File: src/rtl/frame_slot_scheduler_if.sv
// frame_slot_scheduler_if: camera writer, reader lock and publish signals of frame_slot_scheduler.
// master drives the request pulses, slave (the scheduler) drives all status outputs.
interface frame_slot_scheduler_if #(parameter int SLOT_W = 3);
    logic                  wr_start;
    logic                  wr_done;
    logic                  wr_valid;
    logic [SLOT_W-1:0]     wr_slot;
    logic [24:0]           wr_base;
    logic [2:0]            rd_lock;
    logic [2:0]            rd_release;
    logic [2:0]            rd_valid;
    logic [3*SLOT_W-1:0]   rd_slot;
    logic [3*25-1:0]       rd_base;
    logic [SLOT_W-1:0]     last_slot;
    logic                  last_valid;
    logic                  frame_ready;
    logic                  frame_dropped;
    logic [15:0]           drop_count;

    modport master (
        output wr_start, wr_done, rd_lock, rd_release,
        input  wr_valid, wr_slot, wr_base, rd_valid, rd_slot, rd_base,
               last_slot, last_valid, frame_ready, frame_dropped, drop_count
    );

    modport slave (
        input  wr_start, wr_done, rd_lock, rd_release,
        output wr_valid, wr_slot, wr_base, rd_valid, rd_slot, rd_base,
               last_slot, last_valid, frame_ready, frame_dropped, drop_count
    );
endinterface

File: src/rtl/frame_slot_scheduler.sv
// frame_slot_scheduler: DDR frame-slot allocation between camera writer and three locked readers.
// Define FRAME_SLOT_DROP_CNT_EN to enable the saturating dropped-frame counter.
module frame_slot_scheduler #(
    parameter int          NUM_SLOTS   = 4,
    parameter int          SLOT_W      = 3,
    parameter logic [24:0] BASE_ADDR   = 25'h0,
    parameter logic [24:0] SLOT_STRIDE = 25'h8000
) (
    input logic                   clk,
    input logic                   rst,
    frame_slot_scheduler_if.slave bus
);
    typedef enum logic [1:0] {IDLE, WRITING, DROP} state_t;

    state_t                state;
    logic [NUM_SLOTS-1:0]  busy;
    logic                  found;
    logic [SLOT_W-1:0]     free_slot;
    logic                  do_pub;
    logic                  do_drop;

    function automatic logic [24:0] base_of(input logic [SLOT_W-1:0] s);
        return BASE_ADDR + 25'(s) * SLOT_STRIDE;
    endfunction

    // The writer's own slot never blocks its next allocation, so it is left out here.
    always_comb begin
        busy = '0;
        for (int s = 0; s < NUM_SLOTS; s++) begin
            busy[s] = bus.last_valid && bus.last_slot == SLOT_W'(s);
            for (int i = 0; i < 3; i++)
                busy[s] = busy[s] | (bus.rd_valid[i] && bus.rd_slot[i*SLOT_W +: SLOT_W] == SLOT_W'(s));
        end
    end

    always_comb begin
        found     = 1'b0;
        free_slot = '0;
        for (int s = NUM_SLOTS - 1; s >= 0; s--)
            if (!busy[s]) begin
                found     = 1'b1;
                free_slot = SLOT_W'(s);
            end
    end

    assign do_pub  = !bus.wr_start && bus.wr_done && state == WRITING;
    assign do_drop = !bus.wr_start && bus.wr_done && state == DROP;

    always_ff @(posedge clk or posedge rst)
        if (rst) begin
            state             <= IDLE;
            bus.wr_valid      <= 1'b0;
            bus.wr_slot       <= '0;
            bus.wr_base       <= BASE_ADDR;
            bus.last_slot     <= '0;
            bus.last_valid    <= 1'b0;
            bus.frame_ready   <= 1'b0;
            bus.frame_dropped <= 1'b0;
            bus.rd_valid      <= '0;
            bus.rd_slot       <= '0;
            bus.rd_base       <= {3{BASE_ADDR}};
        end else begin
            bus.frame_ready   <= do_pub;
            bus.frame_dropped <= do_drop;
            // A new start aborts any frame in flight; that frame is never published.
            if (bus.wr_start) begin
                state        <= found ? WRITING : DROP;
                bus.wr_valid <= found;
                if (found) begin
                    bus.wr_slot <= free_slot;
                    bus.wr_base <= base_of(free_slot);
                end
            end else if (do_pub) begin
                state          <= IDLE;
                bus.wr_valid   <= 1'b0;
                bus.last_slot  <= bus.wr_slot;
                bus.last_valid <= 1'b1;
            end else if (do_drop)
                state <= IDLE;
            // Readers see last_slot from before this edge, even if a publish happens now.
            for (int i = 0; i < 3; i++)
                if (bus.rd_lock[i] && bus.last_valid) begin
                    bus.rd_valid[i]                <= 1'b1;
                    bus.rd_slot[i*SLOT_W +: SLOT_W] <= bus.last_slot;
                    bus.rd_base[i*25 +: 25]        <= base_of(bus.last_slot);
                end else if (bus.rd_release[i])
                    bus.rd_valid[i] <= 1'b0;
        end

`ifdef FRAME_SLOT_DROP_CNT_EN
    always_ff @(posedge clk or posedge rst)
        if (rst)
            bus.drop_count <= '0;
        else if (do_drop && bus.drop_count != 16'hFFFF)
            bus.drop_count <= bus.drop_count + 16'd1;
`else
    assign bus.drop_count = 16'h0;
`endif
endmodule

File: src/flat_wrapper.sv
// flat-port wrapper written by rule: the top's interface ports become plain ports
module frame_slot_scheduler_flat 
#(
    parameter int          NUM_SLOTS   = 4,
    parameter int          SLOT_W      = 3,
    parameter logic [24:0] BASE_ADDR   = 25'h0,
    parameter logic [24:0] SLOT_STRIDE = 25'h8000
)
  (clk, rst, bus_wr_start, bus_wr_done, bus_rd_lock, bus_rd_release, bus_wr_valid, bus_wr_slot, bus_wr_base, bus_rd_valid, bus_rd_slot, bus_rd_base, bus_last_slot, bus_last_valid, bus_frame_ready, bus_frame_dropped, bus_drop_count);
  frame_slot_scheduler_if #(.SLOT_W(SLOT_W)) bus_i ();
  input logic clk;
  input logic rst;
  input wire logic [$bits(bus_i.wr_start)-1:0] bus_wr_start;
  input wire logic [$bits(bus_i.wr_done)-1:0] bus_wr_done;
  input wire logic [$bits(bus_i.rd_lock)-1:0] bus_rd_lock;
  input wire logic [$bits(bus_i.rd_release)-1:0] bus_rd_release;
  output wire logic [$bits(bus_i.wr_valid)-1:0] bus_wr_valid;
  output wire logic [$bits(bus_i.wr_slot)-1:0] bus_wr_slot;
  output wire logic [$bits(bus_i.wr_base)-1:0] bus_wr_base;
  output wire logic [$bits(bus_i.rd_valid)-1:0] bus_rd_valid;
  output wire logic [$bits(bus_i.rd_slot)-1:0] bus_rd_slot;
  output wire logic [$bits(bus_i.rd_base)-1:0] bus_rd_base;
  output wire logic [$bits(bus_i.last_slot)-1:0] bus_last_slot;
  output wire logic [$bits(bus_i.last_valid)-1:0] bus_last_valid;
  output wire logic [$bits(bus_i.frame_ready)-1:0] bus_frame_ready;
  output wire logic [$bits(bus_i.frame_dropped)-1:0] bus_frame_dropped;
  output wire logic [$bits(bus_i.drop_count)-1:0] bus_drop_count;
  assign bus_i.wr_start = bus_wr_start;
  assign bus_i.wr_done = bus_wr_done;
  assign bus_i.rd_lock = bus_rd_lock;
  assign bus_i.rd_release = bus_rd_release;
  assign bus_wr_valid = bus_i.wr_valid;
  assign bus_wr_slot = bus_i.wr_slot;
  assign bus_wr_base = bus_i.wr_base;
  assign bus_rd_valid = bus_i.rd_valid;
  assign bus_rd_slot = bus_i.rd_slot;
  assign bus_rd_base = bus_i.rd_base;
  assign bus_last_slot = bus_i.last_slot;
  assign bus_last_valid = bus_i.last_valid;
  assign bus_frame_ready = bus_i.frame_ready;
  assign bus_frame_dropped = bus_i.frame_dropped;
  assign bus_drop_count = bus_i.drop_count;
  frame_slot_scheduler #(.NUM_SLOTS(NUM_SLOTS), .SLOT_W(SLOT_W), .BASE_ADDR(BASE_ADDR), .SLOT_STRIDE(SLOT_STRIDE)) u_core (.clk(clk), .rst(rst), .bus(bus_i));
endmodule
File: config.mk
export PLATFORM = sky130hd
export DESIGN_NAME = frame_slot_scheduler_flat
export DESIGN_NICKNAME = d
export VERILOG_FILES = /design/src/rtl/frame_slot_scheduler_if.sv /design/src/rtl/frame_slot_scheduler.sv /design/src/flat_wrapper.sv
export SDC_FILE = /design/constraint.sdc
export NUM_CORES = 1
export LEC_CHECK = 0
export ABC_AREA = 1
export CAP_MARGIN = 20
export CORE_ASPECT_RATIO = 0.8
export CORE_MARGIN = 5
export CORE_UTILIZATION = 35
export DETAILED_ROUTE_END_ITERATION = 10
export DONT_BUFFER_PORTS = 1
export GPL_TIMING_DRIVEN = 1
export PLACE_DENSITY_LB_ADDON = 0.3
export SYNTH_ARGS = -nofsm -noshare
export SYNTH_HDL_FRONTEND = slang
export SYNTH_SLANG_ARGS = --single-unit
File: constraint.sdc
create_clock -name clk -period 1.7 [get_ports clk]
set_clock_uncertainty 0.2 [all_clocks]
set_input_delay 0.34 -clock clk [delete_from_list [all_inputs] [get_ports clk]]
set_output_delay 0.34 -clock clk [all_outputs]
set_load 0.05 [all_outputs]
==> results.txt, run 1 <==
----------------------------------------------------
[Synth]
  Average cell area after synthesis ... 7.616 µm²
  Area of the mapped netlist ... 1843 µm²
  Proportion of synthesized chip area in sequential cells ... 0.2580
  Share of the synthesized area in the top cell type ... 0.4929
  Instance count of the mapped netlist ... 242
  Register bit count reported by yosys ... 19
  Unique masters post-synth ... 18
  Largest cells by area after synthesis ... buf_4 (49%), dfrtp_1 (26%), nand2_1 (6.7%)
  Warnings, synthesis ... 0
  Cell accounting for the most synthesized area ... buf_4

[Clocking]
  Post-CTS setup-driven buffer insertion count ... 0
  Clk sinks ... 19
  Cell chosen for the clock root ... clkbuf_8
  Skew-Pair Late Insertion Delay ... 260 ps
  Clock transition at the registers of the reported paths ... 70 ps
  CTS tree ... yes
  Maximum root-to-sink buffer count ... 2
  Total of cells resized after clock tree synthesis ... 0
  Hold-fix buffers at CTS ... 4
  Deepest level of the CTS H-tree ... 1
  Clock buffer count from CTS ... 3

[Routing]
  Length of the first detailed-routing pass in iterations ... 4
  Wire per inst ... 10.33 µm
  Vias per std cell ... 3.442
  Vias post-DR ... 1091
  Routed Antenna Nets ... 0
  Drt drc ... 0
  Final WL ... 3.275 mm
  Number of DRC markers in iteration 0 ... 79

[Status]
  Run status ... completed

[Worst setup path]
  Largest driver fanout on the critical path ... 7
  Buf/Inv on CP ... 1
  Critical path's top delay family ... flip-flops
  Slowest CP cell ... dfrtp_1
  Cell Chain, Critical Path ... buf_4
  CP peak stage delay ... 490 ps
  Required @ worst endpoint ... 1160 ps
  Kind of critical path ... flop to primary output
  Kind of end point of the critical path ... primary output
  Startpoint class of the critical path ... flop
  Arrival time of the worst setup path ... 1020 ps

[Power and ir drop]
  Cell area power density ... 2007 nW/µm²
  Max rail drop VDD ... 0.001090 V
  Leakage power summed over all cells ... 0.9939 nW

[Worst hold path]
  Type of the most critical hold path ... primary input to flop

[GRT]
  Global-route wire length before repair ... 4.457 mm
  Total global routing track utilization ... 0.08255
  Initial antenna violation count ... 0
  Maximum number of pins on one net before global-route repair ... 20
  Number of global-route vias before repair ... 913
  Global route overflow ... 0

[Timing]
  Max-slew violations ... 0
  Final-report setup violation count ... 0
  Setup slack of the critical path after layout ... 143.9 ps
  Top achievable clock speed ... 642.7 MHz
  RSZ-0062 raised after global routing ... false
  Number of endpoints with negative hold slack in the final report ... 0
  Minimum period implied by the final worst setup slack ... 1556 ps
  Accumulated negative setup slack ... 0 ps
  Final clock period utilization by the worst path ... 0.9153

[Place]
  Instance area at placement ... 1546 µm²
  Number of placed cells counting well taps ... 309
  Half-perimeter wire length after placement ... 2.707 mm
  Routability Congestion ... 0.8108
  Total of buffers placed on input and output ports ... 0
  Pre-CTS WS ... 226.0 ps

[Finish]
  Share of layout cells above drive strength 1 ... 0.09804
  Most used cells in the layout excluding fill and tap cells ... conb_1 (113), nand2_1 (33), inv_1 (21)
  Area overhead of the layout relative to synthesis ... -11.47%
  Final instance area ... 1632 µm²
  Most frequent standard cell in the layout excluding fill and tap cells ... conb_1
  Final standard cell count with taps included and fillers excluded ... 317
  Ant diodes ... 0
  Net count reported at finish ... 266
  Number of fill cells in the layout ... 540

[Floorplan]
  Floorplan row count ... 23
  Initial Util ... 0.3639
  Top Ports ... 148
  Chip height ... 74.91 µm
  Die span in x ... 91.13 µm
  Placeable Area ... 5065 µm²
  Floorplan die area ... 6826 µm²

[Run]
  Max Cap Viol ... 0

----------------------------------------------------
## Yosys cell counts (all sizes together)
cell / n
nor3: 1
nor2: 7
inv: 23
o21ai: 13
nand2: 34
buf: 122
nand3: 18
a21oi: 1
nand4: 1
a21boi: 1
dfrtp: 19
or2: 1
conb: 1
## registers in the layout, indices dropped and copies added (netlist names)
signal,cells
u_core.bus.last_valid,1
u_core.bus.rd_base,4
u_core.bus.rd_valid,3
u_core.bus.frame_dropped,1
u_core.bus.rd_slot,2
u_core.bus.frame_ready,1
u_core.bus.wr_valid,1
u_core.bus.wr_slot,2
u_core.state,2
u_core.bus.last_slot,2
## area by class of cell
cell class	instances	area, µm²	area share
tap	62	77.57	0.04755
inverter	23	86.33	0.05291
timing repair buffer	19	165.2	0.1012
sequential	19	475.5	0.2914
multi-input combinational	190	782.0	0.4793
clock buffer	4	45.04	0.02761
## per-stage QoR
step	power [mW]	hold slack, ps	utilization
detailed placement	2.960	81.40	0.3053
finish	3.275	44.99	0.3221
global route	3.478	53.96	0.3221
global placement	2.957	80.06	0.3053
CTS	3.304	39.56	0.3221
floorplan	2.900	91.13	-
## kinds of logic after synthesis
group | count (synthesis) | share of synthesized area
buffers and inverters | 145 | 0.5458
AOI/OAI and AO/OA | 15 | 0.04209
other | 1 | 0.002035
DFF | 19 | 0.2580
and+or+nand+nor | 62 | 0.1521
## worst register-to-register path: stages (launching register included)
cell and delay [ps]:
dfrtp_1 430, inv_2 140, nand3_1 100, nand2_1 100
nor2_1 60, o21ai_1 150, nand2_1 90, nand2_1 70
nand2_1 40
## routing by layer
metal | global-route usage | up-vias | part of all wire
met3 | 0.04396 | 2 | 0.15
met2 | 0.1240 | 73 | 0.48
met1 | 0.1053 | 484 | 0.37
met4 | 0.01954 | 0 | 0.0058
li1 | - | 532 | -
met5 | 0 | - | 0
## report_power, final
group	total (mW)	internal, mW	switching (mW)	leakage, nW
logic	2.16	0.405	1.76	0.744
clock network	0.321	0.167	0.154	0.0228
registers	0.793	0.595	0.198	0.227
## path summary, 6_finish.rpt
kind	startpoint	endpoint	slack (ps)	cells past startpoint
hold / removal	bus_wr_start	u_core.state[0]	40	2
setup reg to reg	u_core.bus.last_slot[0]	u_core.bus.wr_slot[0]	230	8
hold reg to reg	u_core.state[0]	u_core.state[0]	310	2
max in group asynchronous	rst	u_core.bus.last_slot[0]	740	3
min in group asynchronous	rst	u_core.bus.frame_dropped	340	3
setup / recovery	u_core.bus.last_valid	bus_last_valid	140	1
(Power assumes the default switching activity.)
==> run 2, diff against run 1 <==
--- a/config.mk
+++ b/config.mk
@@ -6,14 +6,14 @@
 export NUM_CORES = 1
 export LEC_CHECK = 0
 export ABC_AREA = 1
-export CAP_MARGIN = 20
 export CORE_ASPECT_RATIO = 0.8
-export CORE_MARGIN = 5
+export CORE_MARGIN = 4
 export CORE_UTILIZATION = 35
 export DETAILED_ROUTE_END_ITERATION = 10
 export DONT_BUFFER_PORTS = 1
 export GPL_TIMING_DRIVEN = 1
 export PLACE_DENSITY_LB_ADDON = 0.3
+export RECOVER_POWER = 100
 export SYNTH_ARGS = -nofsm -noshare
 export SYNTH_HDL_FRONTEND = slang
 export SYNTH_SLANG_ARGS = --single-unit
==> run 2 against run 1 <==
Cell count grew 0.32%. Setup slack worse by 74 ps. Critical path type unchanged. Worst hold slack improved by 7.2 ps. Wire length decreased by 6.6%. Die area down 4.8%. Global-route usage barely moved.
==> results.txt, run 2 (synthesis results as in run 1) <==
----------------------------------------------------
[Status]
  Run status ... completed

[Routing]
  Drt drc ... 0 (unchanged)
  Vias per std cell ... 3.406 (-1.0%)
  Vias post-DR ... 1083 (-0.73%)
  Wire per inst ... 9.619 µm (-6.9%)
  Final WL ... 3.059 mm (-6.6%)
  Routed Antenna Nets ... 0 (unchanged)
  Number of DRC markers in iteration 0 ... 37 (-53%)
  Length of the first detailed-routing pass in iterations ... 4 (unchanged)

[Worst setup path]
  Largest driver fanout on the critical path ... 7 (unchanged)
  Buf/Inv on CP ... 2 (+1)
  Kind of end point of the critical path ... primary output
  Slowest CP cell ... dfrtp_1
  CP peak stage delay ... 480 ps (about the same)
  Critical path's top delay family ... flip-flops
  Required @ worst endpoint ... 1160 ps (about the same)
  Most used cell along the critical path ... buf_4
  Cell Chain, Critical Path ... buf_4 > buf_4
  Arrival time of the worst setup path ... 1090 ps (+70 ps)
  Startpoint class of the critical path ... flop
  Kind of critical path ... flop to primary output

[Place]
  Routability Congestion ... 0.7719 (-4.8%)
  Half-perimeter wire length after placement ... 2.571 mm (-5.0%)
  Instance area at placement ... 1554 µm² (+0.49%)
  Pre-CTS WS ... 194.0 ps (-31.97 ps)
  Total of buffers placed on input and output ports ... 0 (unchanged)

[GRT]
  Initial antenna violation count ... 0 (unchanged)
  Total global routing track utilization ... 0.08242 (-0.0001263)
  Global route overflow ... 0 (unchanged)
  Number of global-route vias before repair ... 832 (-8.9%)
  Global-route wire length before repair ... 4.098 mm (-8.1%)
  Maximum number of pins on one net before global-route repair ... 20 (unchanged)

[Floorplan]
  Top Ports ... 148 (unchanged)
  Initial Util ... 0.3639 (unchanged)
  Die span in x ... 89.13 µm (-2.2%)
  Floorplan row count ... 23 (unchanged)
  Chip height ... 72.91 µm (-2.7%)
  Placeable Area ... 5065 µm² (unchanged)
  Floorplan die area ... 6498 µm² (-4.8%)

[Finish]
  Final instance area ... 1612 µm² (-1.2%)
  Ant diodes ... 0 (unchanged)
  Most used cells in the layout excluding fill and tap cells ... conb_1 (113), nand2_1 (33), inv_1 (20)
  Share of layout cells above drive strength 1 ... 0.1016 (+0.003523)
  Number of flip-flops under the largest register name ... 4 (unchanged)
  Net count reported at finish ... 267 (+0.38%)
  Biggest register ... u_core.bus.rd_base
  Most frequent standard cell in the layout excluding fill and tap cells ... conb_1
  Registers with the most flip-flops ... u_core.bus.rd_base x4, u_core.bus.rd_valid x3
  Area overhead of the layout relative to synthesis ... -12.56%
  Utilization after layout ... 0.3182 (-0.003952)

[Clocking]
  Deepest level of the CTS H-tree ... 1 (unchanged)
  Skew-Pair Late Insertion Delay ... 260 ps (about the same)
  Maximum root-to-sink buffer count ... 2 (unchanged)
  CTS tree ... yes
  Clock buffer count from CTS ... 3 (unchanged)
  Cell chosen for the clock root ... clkbuf_8
  Clock transition at the registers of the reported paths ... 70 ps (about the same)
  Clk sinks ... 19 (unchanged)
  Post-CTS setup-driven buffer insertion count ... 0 (unchanged)

[Timing]
  Accumulated negative setup slack ... 0 ps (unchanged)
  Final clock period utilization by the worst path ... 0.9588 (+0.04350)
  Top achievable clock speed ... 613.5 MHz (-4.5%)
  Final-report setup violation count ... 0 (unchanged)
  Max-slew violations ... 0 (unchanged)
  RSZ-0062 raised after global routing ... false
  Setup slack of the critical path after layout ... 69.99 ps (-73.95 ps)
  Number of endpoints with negative hold slack in the final report ... 0 (unchanged)
  Minimum period implied by the final worst setup slack ... 1630 ps (+73.95 ps)

[Power and ir drop]
  Total chip power ... 3.203 mW (-2.2%)
  Max rail drop VDD ... 0.0007553 V (-31%)
  Cell area power density ... 1988 nW/µm² (-0.97%)
  Leakage power summed over all cells ... 0.9867 nW (-0.72%)

[Worst hold path]
  Type of the most critical hold path ... primary input to flop

[Run]
  Max Cap Viol ... 0 (unchanged)

----------------------------------------------------
-- run 2: area by class of cell --
| class | count | area, µm² |
|---|---|---|
| Inverter | 23 | 86.33 |
| Multi-Input combinational cell | 190 | 779.5 |
| Timing Repair Buffer | 20 | 147.6 |
| Sequential cell | 19 | 475.5 |
| Tap cell | 62 | 77.57 |
| Clock buffer | 4 | 45.04 |
| Fill cell | 554 | 3453 |
-- run 2: power breakdown --
part | internal [mW] | switching, mW | leakage (nW)
Combinational | 0.342 | 1.75 | 0.737
Clock | 0.167 | 0.153 | 0.0228
Sequential | 0.594 | 0.193 | 0.227
-- run 2: per-layer routing --
layer | routed length (µm) | vias up | track usage
met3 | 427 | 4 | 0.02935
met5 | 0 | - | 0
met1 | 1186 | 474 | 0.1112
li1 | - | 533 | -
met2 | 1413 | 72 | 0.1235
met4 | 31 | 0 | 0.02479
-- run 2: worst paths after layout --
kind | startpoint | end | slack (ps) | depth (start not counted)
worst min-delay path | bus_wr_start | u_core.bus.wr_valid | 50 | 2
worst min register to register | u_core.state[0] | u_core.state[0] | 320 | 2
max in group asynchronous | rst | u_core.bus.last_slot[1] | 540 | 3
worst max register to register | u_core.bus.last_slot[1] | u_core.bus.wr_slot[0] | 270 | 10
worst max-delay path | u_core.bus.last_valid | bus_last_valid | 70 | 2
min in group asynchronous | rst | u_core.bus.frame_dropped | 430 | 3
-- run 2: per-stage QoR --
| stage | hold WS [ps] | std cells |
|---|---|---|
| 5_1_grt | 59.22 | 318 |
| 3_3_place_gp | 80.03 | 310 |
| 4_1_cts | 49.18 | 318 |
| 3_5_place_dp | 74.73 | 310 |
| 2_1_floorplan | 91.13 | 354 |
| 6_report | 52.21 | 318 |
-- run 2: timing repair --
item / in CTS / in global routing
gates resized for setup: 0 / 1
hold buffers: 4 / 0
endpoints found under the hold margin: 22 / 0
endpoints found under the setup margin: 0 / 1
==> run 3, diff against run 2 <==
--- a/config.mk
+++ b/config.mk
@@ -9,6 +9,7 @@
 export CORE_ASPECT_RATIO = 0.8
 export CORE_MARGIN = 4
 export CORE_UTILIZATION = 35
+export CTS_BUF_LIST = sky130_fd_sc_hd__clkbuf_8 sky130_fd_sc_hd__clkbuf_16
 export DETAILED_ROUTE_END_ITERATION = 10
 export DONT_BUFFER_PORTS = 1
 export GPL_TIMING_DRIVEN = 1
==> run 3 against run 2 <==
Critical path depth is the same. Critical endpoint unchanged. First-iteration DRC count shrank 2.7%. Fmax is essentially flat.
==> results.txt, run 3 (synthesis results as in run 1) <==
----------------------------------------------------
[Worst setup path]
  Kind of end point of the critical path ... primary output
  Required @ worst endpoint ... 1160 ps (about the same)
  Cell Chain, Critical Path ... buf_4 > buf_4
  Startpoint class of the critical path ... flop
  Arrival time of the worst setup path ... 1090 ps (about the same)
  Largest driver fanout on the critical path ... 7 (unchanged)
  Slowest CP cell ... dfrtp_1
  CP peak stage delay ... 480 ps (about the same)
  Critical path's top delay family ... flip-flops
  Kind of critical path ... flop to primary output
  Buf/Inv on CP ... 2 (unchanged)
  Most used cell along the critical path ... buf_4

[Finish]
  Ant diodes ... 0 (unchanged)
  Sequential standard cell area ... 475.5 µm² (unchanged)
  Number of fill cells in the layout ... 554 (unchanged)
  Utilization after layout ... 0.3182 (unchanged)
  Most used cells in the layout excluding fill and tap cells ... conb_1 (113), nand2_1 (33), inv_1 (21)
  Most frequent standard cell in the layout excluding fill and tap cells ... conb_1
  Registers with the most flip-flops ... u_core.bus.rd_base x4, u_core.bus.rd_valid x3
  Number of flip-flops under the largest register name ... 4 (unchanged)
  Share of layout cells above drive strength 1 ... 0.1016 (unchanged)
  Area overhead of the layout relative to synthesis ... -12.56% (unchanged)
  Multi-input combinational cell area ... 779.5 µm² (unchanged)
  Biggest register ... u_core.bus.rd_base
  Net count reported at finish ... 267 (unchanged)

[Floorplan]
  Die span in x ... 89.13 µm (unchanged)
  Initial Util ... 0.3639 (unchanged)
  Chip height ... 72.91 µm (unchanged)
  Placeable Area ... 5065 µm² (unchanged)
  Floorplan row count ... 23 (unchanged)
  Top Ports ... 148 (unchanged)
  Floorplan die area ... 6498 µm² (unchanged)

[Worst hold path]
  Type of the most critical hold path ... primary input to flop

[Routing]
  Routed Antenna Nets ... 0 (unchanged)
  Number of DRC markers in iteration 0 ... 36 (-2.7%)
  Length of the first detailed-routing pass in iterations ... 4 (unchanged)
  Vias post-DR ... 1084 (+0.092%)
  Wire per inst ... 9.597 µm (-0.23%)
  Final WL ... 3.052 mm (-0.23%)
  Vias per std cell ... 3.409 (about the same)
  Drt drc ... 0 (unchanged)

[Power and ir drop]
  Max rail drop VDD ... 0.0007557 V (about the same)
  Cell area power density ... 1983 nW/µm² (-0.22%)
  Leakage power summed over all cells ... 0.9909 nW (+0.42%)

[Status]
  Run status ... completed

[Place]
  Routability Congestion ... 0.7719 (unchanged)
  Pre-CTS WS ... 194.0 ps (unchanged)
  Half-perimeter wire length after placement ... 2.571 mm (unchanged)
  Total of buffers placed on input and output ports ... 0 (unchanged)

[Clocking]
  Maximum root-to-sink buffer count ... 2 (unchanged)
  CTS tree ... yes
  Skew-Pair Late Insertion Delay ... 260 ps (about the same)
  Clk sinks ... 19 (unchanged)
  Clock buffer count from CTS ... 3 (unchanged)
  Clock transition at the registers of the reported paths ... 70 ps (about the same)
  Cell chosen for the clock root ... clkbuf_8
  Deepest level of the CTS H-tree ... 1 (unchanged)

[Timing]
  Final clock period utilization by the worst path ... 0.9586 (about the same)
  Setup slack of the critical path after layout ... 70.32 ps (+0.3287 ps)
  Minimum period implied by the final worst setup slack ... 1630 ps (-0.3287 ps)
  Final-report setup violation count ... 0 (unchanged)
  RSZ-0062 raised after global routing ... false
  Max-slew violations ... 0 (unchanged)
  Accumulated negative setup slack ... 0 ps (unchanged)
  Top achievable clock speed ... 613.6 MHz (about the same)
  Worst hold-check slack ... 51.60 ps (-0.6142 ps)
  Number of endpoints with negative hold slack in the final report ... 0 (unchanged)

[GRT]
  Total global routing track utilization ... 0.08242 (unchanged)
  Number of global-route vias before repair ... 832 (unchanged)
  Global-route wire length before repair ... 4.098 mm (unchanged)
  Global route overflow ... 0 (unchanged)
  Initial antenna violation count ... 0 (unchanged)
  Maximum number of pins on one net before global-route repair ... 20 (unchanged)

[Run]
  Max Cap Viol ... 0 (unchanged)

----------------------------------------------------
run 3: changes by cell type in the layout (fill, tap and decap cells not counted):
cell	previous run	this run
clkbuf_1	1	0
inv_1	20	21
run 3: worst paths after layout:
check                                         from                        to  slack [ps]  depth (start not counted)
max                          u_core.bus.last_valid            bus_last_valid          70                          2
min                                   bus_wr_start       u_core.bus.wr_valid          50                          2
max reg2reg                u_core.bus.last_slot[1]     u_core.bus.wr_slot[0]         270                         10
min reg2reg                        u_core.state[0]           u_core.state[0]         320                          2
max in group asynchronous                      rst   u_core.bus.last_slot[1]         540                          3
min in group asynchronous                      rst  u_core.bus.frame_dropped         430                          3
run 3: layer usage:
layer,GRT usage,share of wire,wire length (µm),vias to the layer above
met5,0,0,0,-
met1,0.1112,0.38,1169,471
li1,-,-,-,534
met4,0.02479,0.0072,22,0
met3,0.02935,0.14,441,2
met2,0.1235,0.46,1418,77
run 3: repair_timing:
item,in CTS,in global routing
setup buffers,0,0
endpoints found under the hold margin,22,0
gates resized for setup,0,1
endpoints found under the setup margin,0,1
hold buffers,4,0
run 3: report_power, final:
part,total (mW),switching (mW),leakage (nW),internal [mW]
clock,0.312,0.151,0.0269,0.161
combinational,2.10,1.75,0.737,0.342
sequential,0.788,0.193,0.227,0.595
total,3.20,2.10,0.991,1.10
run 3: final cells by class:
cell class / instances / share of cell area
multi-input cells: 190 / 0.4837
flip-flops and latches: 19 / 0.2950
repair buffers: 20 / 0.09161
inverters: 23 / 0.05357
well taps: 62 / 0.04814
clock buffers: 3 / 0.02562
clock inverters: 1 / 0.002329
run 3: per-stage QoR:
| step | std cells | power, mW | area, µm² |
|---|---|---|---|
| floorplan | 354 | 2.900 | 2263 |
| global placement | 310 | 2.961 | 1554 |
| detailed placement | 310 | 2.967 | 1554 |
| CTS | 318 | 3.300 | 1639 |
| global route | 318 | 3.410 | 1612 |
| finish | 318 | 3.196 | 1612 |
